### config.mk
export PLATFORM = sky130hd
export DESIGN_NAME = spi_frame_receiver
export DESIGN_NICKNAME = d
export VERILOG_FILES = /design/src/rtl/spi_frame_receiver_pkg.sv /design/src/rtl/sync_edge_detect.sv /design/src/rtl/spi_frame_receiver.sv
export SDC_FILE = /design/constraint.sdc
export NUM_CORES = 1
export LEC_CHECK = 0
export CORE_MARGIN = 3
export CORE_UTILIZATION = 55
export DETAILED_ROUTE_END_ITERATION = 8
export PLACE_DENSITY = 0.82
export SETUP_SLACK_MARGIN = 0.3
export SLEW_MARGIN = 20
export SYNTH_ARGS = -nofsm -noshare
export SYNTH_HDL_FRONTEND = slang
export SYNTH_HIERARCHICAL = 1
export SYNTH_SLANG_ARGS = --single-unit
### constraint.sdc
create_clock -name clk -period 2.3 [get_ports clk]
set_input_delay 0.23 -clock clk [delete_from_list [all_inputs] [get_ports clk]]
set_output_delay 0.23 -clock clk [all_outputs]
set_load 0.03 [all_outputs]
### src/rtl/spi_frame_receiver_pkg.sv
// -----------------------------------------------------------------------------
// spi_defs
//   Shared definitions for the SPI write-frame receiver:
//   frame geometry, field positions, accepted register address range and the
//   receiver FSM state encoding.
// -----------------------------------------------------------------------------
package spi_defs;

    // Frame geometry: [15]=R/W (1=write), [14:8]=address, [7:0]=data
    localparam int FRAME_BITS = 16;
    localparam int RW_BIT     = 15;
    localparam int ADDR_MSB   = 14;
    localparam int ADDR_LSB   = 8;
    localparam int ADDR_W     = ADDR_MSB - ADDR_LSB + 1;
    localparam int DATA_W     = ADDR_LSB;

    // Bit counter must hold FRAME_BITS+1 (its saturation value)
    localparam int CNT_W      = $clog2(FRAME_BITS + 2);

    // Highest accepted register address and the register map
    localparam int MAX_ADDR   = 4;
    localparam logic [ADDR_W-1:0] REG_ADDR_0 = 7'h00;
    localparam logic [ADDR_W-1:0] REG_ADDR_1 = 7'h01;
    localparam logic [ADDR_W-1:0] REG_ADDR_2 = 7'h02;
    localparam logic [ADDR_W-1:0] REG_ADDR_3 = 7'h03;
    localparam logic [ADDR_W-1:0] REG_ADDR_4 = 7'h04;

    // Receiver FSM states
    typedef enum logic [1:0] {
        IDLE   = 2'd0,
        ACTIVE = 2'd1,
        CHECK  = 2'd2
    } state_t;

endpackage

### src/rtl/sync_edge_detect.sv
// -----------------------------------------------------------------------------
// sync_edge_detect
//   Brings one asynchronous pin into the clk domain through a SYNC_STAGES deep
//   flip-flop chain and reports its level plus one-cycle rise/fall strobes.
//   level, rise and fall are all registered together, so in the cycle rise is
//   high, level already shows the new value.
// Ports
//   clk    in  system clock
//   rst    in  asynchronous active-high reset
//   din    in  raw asynchronous pin
//   level  out synchronised pin level
//   rise   out one-cycle strobe on a synchronised 0->1 transition
//   fall   out one-cycle strobe on a synchronised 1->0 transition
// -----------------------------------------------------------------------------
module sync_edge_detect #(
    parameter int   SYNC_STAGES = 2,
    // Idle level of the pin; reset loads it so no edge is seen on release
    parameter logic RESET_VAL   = 1'b0
) (
    input  logic clk,
    input  logic rst,
    input  logic din,
    output logic level,
    output logic rise,
    output logic fall
);

    logic [SYNC_STAGES-1:0] chain;
    logic                   synced;

    assign synced = chain[SYNC_STAGES-1];

    always_ff @(posedge clk or posedge rst) begin
        if (rst) begin
            chain <= {SYNC_STAGES{RESET_VAL}};
            level <= RESET_VAL;
            rise  <= 1'b0;
            fall  <= 1'b0;
        end else begin
            chain <= {chain[SYNC_STAGES-2:0], din};
            // level doubles as the edge-detect history flop
            level <= synced;
            rise  <= synced & ~level;
            fall  <= ~synced & level;
        end
    end

endmodule

### src/rtl/spi_frame_receiver.sv
// -----------------------------------------------------------------------------
// spi_frame_receiver
//   Receives SPI mode-0 write frames in the system clock domain and emits one
//   write strobe per valid 16-bit write frame to the downstream register bank.
//   Wrong bit counts and out-of-range addresses raise frame_err; read frames
//   and empty selects are dropped silently.
// Ports
//   clk        in  system clock, all logic on posedge
//   rst        in  asynchronous active-high reset
//   sclk       in  raw SPI clock (asynchronous)
//   copi       in  raw SPI data, MSB first, sampled on sclk rise
//   ncs        in  raw chip select, active low
//   wr_valid   out one-cycle strobe, wr_addr/wr_data valid
//   wr_addr    out address of the last accepted write (held)
//   wr_data    out data of the last accepted write (held)
//   frame_err  out one-cycle strobe, bad bit count or bad address
//   busy       out high while the synchronised ncs is low
// Handshake: wr_valid is a single-cycle push with no back-pressure; the
// consumer must take wr_addr/wr_data in the cycle wr_valid is high.
// The FSM state is kept in the named signal 'state' for observation.
// -----------------------------------------------------------------------------
module spi_frame_receiver
    import spi_defs::*;
#(
    parameter int SYNC_STAGES = 2
) (
    input  logic              clk,
    input  logic              rst,
    input  logic              sclk,
    input  logic              copi,
    input  logic              ncs,
    output logic              wr_valid,
    output logic [ADDR_W-1:0] wr_addr,
    output logic [DATA_W-1:0] wr_data,
    output logic              frame_err,
    output logic              busy
);

    localparam logic [CNT_W-1:0] CNT_FULL = CNT_W'(FRAME_BITS);
    localparam logic [CNT_W-1:0] CNT_SAT  = CNT_W'(FRAME_BITS + 1);

    logic sclk_level, sclk_rise, sclk_fall;
    logic copi_level, copi_rise, copi_fall;
    logic ncs_level,  ncs_rise,  ncs_fall;

    state_t                  state;
    logic [CNT_W-1:0]        bit_cnt;
    logic [FRAME_BITS-1:0]   shift;

    sync_edge_detect #(.SYNC_STAGES(SYNC_STAGES), .RESET_VAL(1'b0)) u_sync_sclk (
        .clk   (clk),
        .rst   (rst),
        .din   (sclk),
        .level (sclk_level),
        .rise  (sclk_rise),
        .fall  (sclk_fall)
    );

    sync_edge_detect #(.SYNC_STAGES(SYNC_STAGES), .RESET_VAL(1'b0)) u_sync_copi (
        .clk   (clk),
        .rst   (rst),
        .din   (copi),
        .level (copi_level),
        .rise  (copi_rise),
        .fall  (copi_fall)
    );

    // ncs idles high, so it resets high to avoid a false select on release
    sync_edge_detect #(.SYNC_STAGES(SYNC_STAGES), .RESET_VAL(1'b1)) u_sync_ncs (
        .clk   (clk),
        .rst   (rst),
        .din   (ncs),
        .level (ncs_level),
        .rise  (ncs_rise),
        .fall  (ncs_fall)
    );

    // Unused edge strobes, folded so the intent is explicit
    logic unused_edges;
    assign unused_edges = sclk_level ^ sclk_fall ^ copi_rise ^ copi_fall;

    always_ff @(posedge clk or posedge rst) begin
        if (rst) begin
            state     <= IDLE;
            bit_cnt   <= '0;
            shift     <= '0;
            wr_valid  <= 1'b0;
            wr_addr   <= '0;
            wr_data   <= '0;
            frame_err <= 1'b0;
            busy      <= 1'b0;
        end else begin
            wr_valid  <= 1'b0;
            frame_err <= 1'b0;
            busy      <= ~ncs_level;

            case (state)
                IDLE: begin
                    bit_cnt <= '0;
                    if (ncs_fall) begin
                        state <= ACTIVE;
                    end
                end

                ACTIVE: begin
                    // An sclk edge coinciding with deselect is still counted;
                    // CHECK sees the updated shift/bit_cnt one cycle later.
                    if (sclk_rise) begin
                        shift <= {shift[FRAME_BITS-2:0], copi_level};
                        if (bit_cnt != CNT_SAT) begin
                            bit_cnt <= bit_cnt + 1'b1;
                        end
                    end
                    if (ncs_rise) begin
                        state <= CHECK;
                    end
                end

                CHECK: begin
                    state <= IDLE;
                    if (bit_cnt == '0) begin
                        // empty select: nothing to report
                    end else if (bit_cnt != CNT_FULL) begin
                        frame_err <= 1'b1;
                    end else if (!shift[RW_BIT]) begin
                        // read request: this block only handles writes
                    end else if (shift[ADDR_MSB:ADDR_LSB] > ADDR_W'(MAX_ADDR)) begin
                        frame_err <= 1'b1;
                    end else begin
                        wr_valid <= 1'b1;
                        wr_addr  <= shift[ADDR_MSB:ADDR_LSB];
                        wr_data  <= shift[DATA_W-1:0];
                    end
                end

                default: begin
                    state <= IDLE;
                end
            endcase
        end
    end

endmodule
==> flow_metrics.env, run 1 <==
export IMPL_dieArea_um2=4570
export IMPL_worstPathRequired_ps=2500
export IMPL_rsz0062_at_grt="false"
export IMPL_outcome="finished, final reports clean"
export IMPL_reg2reg_from="bit_cnt[0]$_DFFE_PP0P_"
export IMPL_die_w_um=67.60
export IMPL_initial_core_util_pct=59.72
export IMPL_yosys_warnings=6
export IMPL_powerDensity_nw_per_um2=800.0
export IMPL_cap_violations=0
export IMPL_post_place_ws_ps=549.7
export IMPL_max_freq_mhz=570.0
export IMPL_root_buffer="clkbuf_8"
export IMPL_timing_setup_critical_path_class="register to register"
export IMPL_reg2reg_depth=5
export IMPL_drt_pass1_iter_count=4
export IMPL_grt_pass1_wl_um=5878
export IMPL_syn_area_um2=2087
export IMPL_final_nets=175
export IMPL_diodes=0
export IMPL_skew_ps=11.19
export IMPL_core_area_um2=3495
export IMPL_cts_hold_buf=0
export IMPL_fin_crit_sh_pct=76.27
export IMPL_syn_inst=141
export IMPL_antenna_left=0
export IMPL_cts_setup_buffers=0
export IMPL_cp_endpoint="wr_data[6]$_DFFE_PP0P_"
export IMPL_worstHoldPathType="input port to async pin"
export IMPL_clock_latency_ps=310
export IMPL_htreeDepth=2
export IMPL_hold_viol=0
export IMPL_remaining_drc_errors=0
export IMPL_syn_nets=149
export IMPL_grt_antenna_before_repair=0
export IMPL_overflow=0
export IMPL_ioPinCount=23
export IMPL_relSlewSlack_pct=66.72
export IMPL_numCtsBuffers=5
export IMPL_cp_startpoint="bit_cnt[0]$_DFFE_PP0P_"
export IMPL_leakage_nw=1.173
export IMPL_fillers=225
export IMPL_cts_tree="done"
export IMPL_worst_setup_path_end_kind="register"
export IMPL_clockBufferDepth=2
export IMPL_die_y_um=67.60
export IMPL_final_max_slew_viol_count=0
export IMPL_track_usage_pct=17.91
export IMPL_min_period_ps=1754
export IMPL_path_max_fanout=16
export IMPL_startpoint_type="register"
export IMPL_cts_sinks=53
export IMPL_synth_avg_cell_area_um2=14.80
export IMPL_grt_max_degree=42
export IMPL_fin_ws_ps=545.8
export IMPL_grt_pass1_vias=1287
export IMPL_cts_resized=0
export IMPL_rows=21
export IMPL_path_clk_slew_ps=100
export IMPL_area_growth_pct=18.11
export IMPL_fin_tns_setup_ps=0
export IMPL_drive_gt1_share_pct=29.76
export IMPL_total_power_mw=1.972
export IMPL_wl_um=3252
export IMPL_drt_iter0_drc=73
export IMPL_wire_per_inst_um=15.20
export IMPL_crit_arrival_ps=1950
export IMPL_reg2reg_slack_ps=550
export IMPL_worst_pin_slew_ps=499.1
export IMPL_setup_viol=0
export IMPL_dr_total_vias=1151
export IMPL_io_buffers=22
export IMPL_ir_drop_mv=0.5172
export IMPL_vias_per_cell=5.379
export IMPL_hpwl_um=2320
export IMPL_reg2reg_to="wr_data[6]$_DFFE_PP0P_"
export IMPL_gp_congestion=0.7170
==> critical path, stage by stage, from the launching register on <==
cell,delay (ps)
dfrtp_1,430
inv_1,110
ha_1,140
nor3b_2,250
nand4_4,310
mux2_4,390
==> cells in the final DEF, fill, tap and decap left out, types with 3 or more instances in the layout <==
cell type and n:
inv_1 8, a21oi_1 5, and2_2 4, mux2_2 22
dfstp_2 3, nand2_1 7, dfrtp_1 50, clkdlybuf4s50_1 22
mux2_4 5, ha_1 3, clkbuf_8 6, nor2b_1 3
==> state kept, by name, summed over array words and instances, names as in the netlist, 2 cells and up <==
signal,flops
state,2
wr_addr,7
u_sync_copi/chain,2
u_sync_ncs/chain,2
wr_data,8
bit_cnt,5
shift,16
u_sync_sclk/chain,2
==> power by group <==
group	total (mW)	internal [mW]	leakage [nW]	switching, mW
Combinational	0.205	0.110	0.418	0.0941
Clock	0.651	0.354	0.0574	0.298
Sequential	1.12	1.03	0.697	0.0864
==> worst min path at each step <==
stage | to | slack, ps
final | u_sync_copi/level$_DFF_PP0_ | 170
after detailed placement | u_sync_sclk/chain[1]$_DFF_PP0_ | 340
after global routing | u_sync_copi/chain[0]$_DFF_PP0_ | 180
after CTS | u_sync_copi/chain[0]$_DFF_PP0_ | 180
after global placement | u_sync_sclk/chain[1]$_DFF_PP0_ | 340
after floorplan | u_sync_copi/chain[0]$_DFF_PP0_ | -20
==> metrics by stage <==
stage                     instance area [um^2]  utilization [%]  cells  hold slack (ps)
after floorplan                           2087                -    141           -16.36
after global routing                      2465            70.53    214            176.0
after detailed placement                  2345            67.10    206            339.5
final                                     2465            70.53    214            171.9
after CTS                                 2465            70.53    214            179.8
after global placement                    2345            67.10    206            340.3
==> layer usage <==
metal / wire length [um] / global-route usage [%]
met3: 111 / 5.824
met4: 73 / 8.861
met1: 1411 / 21.79
met2: 1656 / 28.55
met5: 0 / 0
==> area by class of cell <==
cell class	count	area [um^2]	share of cell area, %
Timing Repair Buffer	23	227.7	9.239
Sequential cell	53	1330	53.96
Tap cell	46	57.56	2.335
Multi-Input combinational cell	76	699.4	28.38
Clock inverter	2	37.54	1.523
Inverter	8	30.03	1.218
Clock buffer	6	82.58	3.350
Note: power is estimated with default switching activity, not from simulation.
==> inputs of run 2 (changes only) <==
- clock period: 2.3 -> 1.7 ns (I/O delays scaled with it)
==> flow_metrics.env, run 2 (synthesized netlist as in run 1, its figures left out) <==
export IMPL_outcome="finished, final reports clean"
export IMPL_die_w_um=67.60
export IMPL_final_max_slew_viol_count=0
export IMPL_comb_power_share_pct=17.3
export IMPL_final_nets=198
export IMPL_max_freq_mhz=630.6
export IMPL_reg2reg_depth=6
export IMPL_most_common_layout_cells="dfrtp_1, mux2_2, dlygate4sd2_1, buf_4, nand2_1"
export IMPL_setup_viol=0
export IMPL_vias_per_cell=5.532
export IMPL_timing_setup_critical_path_class="register to register"
export IMPL_crit_arrival_ps=1780
export IMPL_core_area_um2=3495
export IMPL_intPower_mw=2.151
export IMPL_total_power_mw=2.863
export IMPL_reg2reg_from="bit_cnt[1]$_DFFE_PP0P_"
export IMPL_die_y_um=67.60
export IMPL_clockBufferDepth=2
export IMPL_worstPathRequired_ps=1890
export IMPL_clock_latency_ps=300
export IMPL_switchingPower_mw=0.7119
export IMPL_overflow=0
export IMPL_wire_per_inst_um=17.50
export IMPL_fin_crit_sh_pct=93.28
export IMPL_hold_viol=0
export IMPL_grt_pass1_wl_um=6644
export IMPL_grt_antenna_before_repair=0
export IMPL_switching_share_pct=24.87
export IMPL_drt_iter0_drc=79
export IMPL_cts_tree="done"
export IMPL_cts_hold_buf=0
export IMPL_largest_reg_flops=16
export IMPL_htreeDepth=2
export IMPL_path_clk_slew_ps=80
export IMPL_hpwl_um=2483
export IMPL_regMostFlops="shift"
export IMPL_largest_registers="shift (16), wr_data (8), wr_addr (7)"
export IMPL_worst_setup_path_end_kind="register"
export IMPL_rsz0062_at_grt="true"
export IMPL_cts_sinks=53
export IMPL_diodes=0
export IMPL_wl_um=4148
export IMPL_grt_pass1_vias=1394
export IMPL_reg2reg_slack_ps=110
export IMPL_reg2reg_to="wr_data[4]$_DFFE_PP0P_"
export IMPL_drt_pass1_iter_count=4
export IMPL_startpoint_type="register"
export IMPL_cap_violations=0
export IMPL_grt_max_degree=41
export IMPL_remaining_drc_errors=0
export IMPL_ir_drop_mv=0.7932
export IMPL_final_common_cell="dfrtp_1"
export IMPL_dieArea_um2=4570
export IMPL_gp_congestion=0.8228
export IMPL_antenna_left=0
export IMPL_cp_startpoint="bit_cnt[1]$_DFFE_PP0P_"
export IMPL_path_max_fanout=6
export IMPL_initial_core_util_pct=59.72
export IMPL_clock_power_share_pct=30.2
export IMPL_numCtsBuffers=5
export IMPL_cp_endpoint="wr_data[4]$_DFFE_PP0P_"
export IMPL_skew_ps=5.806
export IMPL_fillers=212
export IMPL_ioPinCount=23
export IMPL_min_period_ps=1586
export IMPL_powerDensity_nw_per_um2=1060
export IMPL_worst_pin_slew_ps=317.2
export IMPL_dr_total_vias=1311
export IMPL_drive_gt1_share_pct=43.46
export IMPL_track_usage_pct=20.54
export IMPL_root_buffer="clkbuf_8"
export IMPL_area_growth_pct=29.38
export IMPL_pwr_share_seq_pct=52.5
export IMPL_rows=21
export IMPL_fin_tns_setup_ps=0
export IMPL_worstHoldPathType="input port to async pin"
export IMPL_io_buffers=22
export IMPL_relSlewSlack_pct=78.69
export IMPL_leakage_nw=1.389
[run 2: cell types whose count changed in the layout (fill, tap and decap cells not counted), sizes merged]
cell           previous run  this run
clkbuf                    6         7
buf                       1        24
clkdlybuf4s50            22         4
dlygate4sd2               0        18
clkinvlp                  1         0
[run 2: final cells by class]
class	count	area, um^2	share of cell area (%)
repair buffers	46	409.1	15.15
clock inverters	1	30.03	1.112
multi-input cells	76	755.7	27.99
inverters	8	30.03	1.112
clock buffers	7	86.33	3.197
flip-flops and latches	53	1331	49.31
well taps	46	57.56	2.132
[run 2: worst min path at each step]
stage | cells after the start | to | start
global route | 2 | u_sync_copi/chain[1]$_DFF_PP0_ | rst
global placement | 0 | u_sync_sclk/chain[1]$_DFF_PP0_ | u_sync_sclk/chain[0]$_DFF_PP0_
finish | 2 | u_sync_copi/chain[1]$_DFF_PP0_ | rst
detailed placement | 0 | u_sync_sclk/chain[1]$_DFF_PP0_ | u_sync_sclk/chain[0]$_DFF_PP0_
CTS | 2 | u_sync_copi/chain[0]$_DFF_PP0_ | rst
floorplan | 1 | u_sync_copi/chain[0]$_DFF_PP0_ | rst
[run 2: critical path, cell delays in order, from the launching register on]
cell and delay (ps):
dfrtp_1 410, inv_2 100, ha_4 130, nor3b_4 230, nand4_4 150, buf_6 180
mux2_4 290
[run 2: metrics by stage]
stage / setup slack (ps) / util, % / std cells / instance area (um^2) / hold slack [ps]
2_1_floorplan: 128.1 / - / 141 / 2093 / -76.36
3_3_place_gp: 71.16 / 68.06 / 208 / 2379 / 337.7
3_5_place_dp: 1.138 / 68.06 / 208 / 2379 / 341.3
4_1_cts: 141.6 / 75.15 / 230 / 2626 / 143.2
5_1_grt: 60.91 / 77.26 / 237 / 2700 / 151.3
6_report: 114.2 / 77.26 / 237 / 2700 / 142.3
[run 2: power groups by stage]
stage,logic (mW),clock network (mW),registers (mW)
finish,0.495,0.864,1.50
global route,0.541,0.942,1.52
CTS,0.436,0.883,1.50
detailed placement,0.326,0,1.52
global placement,0.304,0,1.51
floorplan,0.253,0,1.49
[run 2: timing repair]
action | CTS | global route
pin swaps | 7 | 4
setup buffers | 13 | 7
gates resized for setup | 30 | 7
cloned | 1 | 0
endpoints found under the setup margin | 54 | 35
[run 2: layer usage]
layer	GRT usage, %	part of all wire [%]	wire (um)	up-vias
met5	0	0	0	-
li1	-	-	-	591
met2	35.24	54	2251	28
met3	6.156	3.3	136	8
met1	22.98	39	1638	684
met4	10.38	2.9	120	0
==> edit, RTL diff (settings of run 1) <==
Register the output `wr_data` once more, cleared by the reset; this adds one clock of latency there. The other outputs are not delayed to match. Comments in the files are not updated.
--- a/src/rtl/spi_frame_receiver.sv
+++ b/src/rtl/spi_frame_receiver.sv
@@ -39,4 +39,6 @@
     localparam logic [CNT_W-1:0] CNT_FULL = CNT_W'(FRAME_BITS);
     localparam logic [CNT_W-1:0] CNT_SAT  = CNT_W'(FRAME_BITS + 1);
+
+    logic [DATA_W-1:0] wr_data_s0;
 
     logic sclk_level, sclk_rise, sclk_fall;
@@ -87,5 +89,5 @@
             wr_valid  <= 1'b0;
             wr_addr   <= '0;
-            wr_data   <= '0;
+            wr_data_s0 <= '0;
             frame_err <= 1'b0;
             busy      <= 1'b0;
@@ -130,5 +132,5 @@
                         wr_valid <= 1'b1;
                         wr_addr  <= shift[ADDR_MSB:ADDR_LSB];
-                        wr_data  <= shift[DATA_W-1:0];
+                        wr_data_s0 <= shift[DATA_W-1:0];
                     end
                 end
@@ -141,3 +143,11 @@
     end
 
+    always_ff @(posedge clk or posedge rst) begin
+        if (rst) begin
+            wr_data <= '0;
+        end else begin
+            wr_data <= wr_data_s0;
+        end
+    end
+
 endmodule
Function: same outputs for any inputs over 10 cycles, from zero or initial values and one cycle with rst high; that may be too few to reach the edited logic, so the function may still have changed.
==> edit against run 1 <==
- maximum frequency decreased by 0.93%
- cell area increased by 10%
- clock power increased by 42%
- setup slack got worse by 0.017 ns
- sequential cell count increased by 8
- power increased by 21%
- wire length increased by 11%
- synthesized area increased by 8.2%
- critical endpoint is now wr_addr[0]$_DFFE_PP0P_
- largest power group unchanged
==> edit: results (changes against run 1) <==
M2 GR Usage=26.7% (was 28.6%); first-pass GRT wire length=6450 um (was 5880 um); layout cell share with drive strength beyond 1=31.5% (was 29.8%); vias in the first global route=1322 (was 1287); pwr/cell area=876 nW/um^2 (was 800 nW/um^2); minimum setup slack after placement=0.557 ns (was 0.550 ns); clock skew=0.00646 ns (was 0.0112 ns); routability congestion estimate=0.810 (was 0.717); CP max FO=16 (unchanged); clock buffer count from CTS=9 (was 5); Worst Max-Slew Pin Slew=0.581 ns (was 0.499 ns); met1 Use GR=22.4% (was 21.8%); nets=184 (was 175); CTS max path bufs=2 (unchanged); Routed WL per cell=15.8 um (was 15.2 um); Inst Count DP=213 (was 206); vias=1210 (was 1151); Total Routing Usage GR=17.6% (was 17.9%); Placed Area=2520 sq um (was 2340 sq um); clock share of power=38.7% (was 33.0%); WL met2=1740 um (was 1660 um); Psw=575 uW (was 478 uW); Critical Path Max Stage Delay=0.41 ns (was 0.43 ns); biggest regs=shift (16), wr_data (8), wr_data_s0 (8) (was shift (16), wr_data (8), wr_addr (7)); maximum vdd drop=0.541 mV (was 0.517 mV); M3 GR Usage=4.89% (was 5.82%); met3 wire len=153 um (was 111 um); Syn Area/Cell=15.6 sq um (was 14.8 sq um); YS warnings=6 (unchanged); outcome=finished clean (unchanged); Syn Nets=153 (was 149); Flop pwr share=52.9% (was 56.6%); wl on met1=1620 um (was 1410 um); H-tree depth=3 (was 2); leakage power=0.00132 uW (was 0.00117 uW); largest net degree at the start of global routing=49 (was 42); Crit path arrival time=1.98 ns (was 1.95 ns); Initial DRC Count=93 (was 73); post-route insts no fill=229 (was 214); Worst-Skew Late Latency=0.33 ns (was 0.31 ns); clock transition at the registers of the reported paths=0.06 ns (was 0.10 ns)
==> edit: cell type report <==
cell class	instances	area [sq um]
clock inverter	6	62.6
sequential	61	1530
tap	48	60.1
inverter	9	33.8
multi-input combinational	72	667
fill	253	1080
timing repair buffer	23	228
clock buffer	10	138
==> edit: final timing paths <==
| path | cells after the start | endpoint | slack [ns] | start |
|---|---|---|---|---|
| worst max register to register | 5 | wr_addr[0]$_DFFE_PP0P_ | 0.53 | bit_cnt[1]$_DFFE_PP0P_ |
| worst min-delay path | 2 | busy$_DFF_PP0_ | 0.16 | rst |
| max in group asynchronous | 3 | wr_addr[3]$_DFFE_PP0P_ | 1.40 | rst |
| min in group clk | 1 | u_sync_ncs/chain[0]$_DFF_PP1_ | 0.31 | ncs |
| worst max-delay path | 5 | wr_addr[0]$_DFFE_PP0P_ | 0.53 | bit_cnt[1]$_DFFE_PP0P_ |
| worst min register to register | 0 | u_sync_copi/chain[1]$_DFF_PP0_ | 0.35 | u_sync_copi/chain[0]$_DFF_PP0_ |
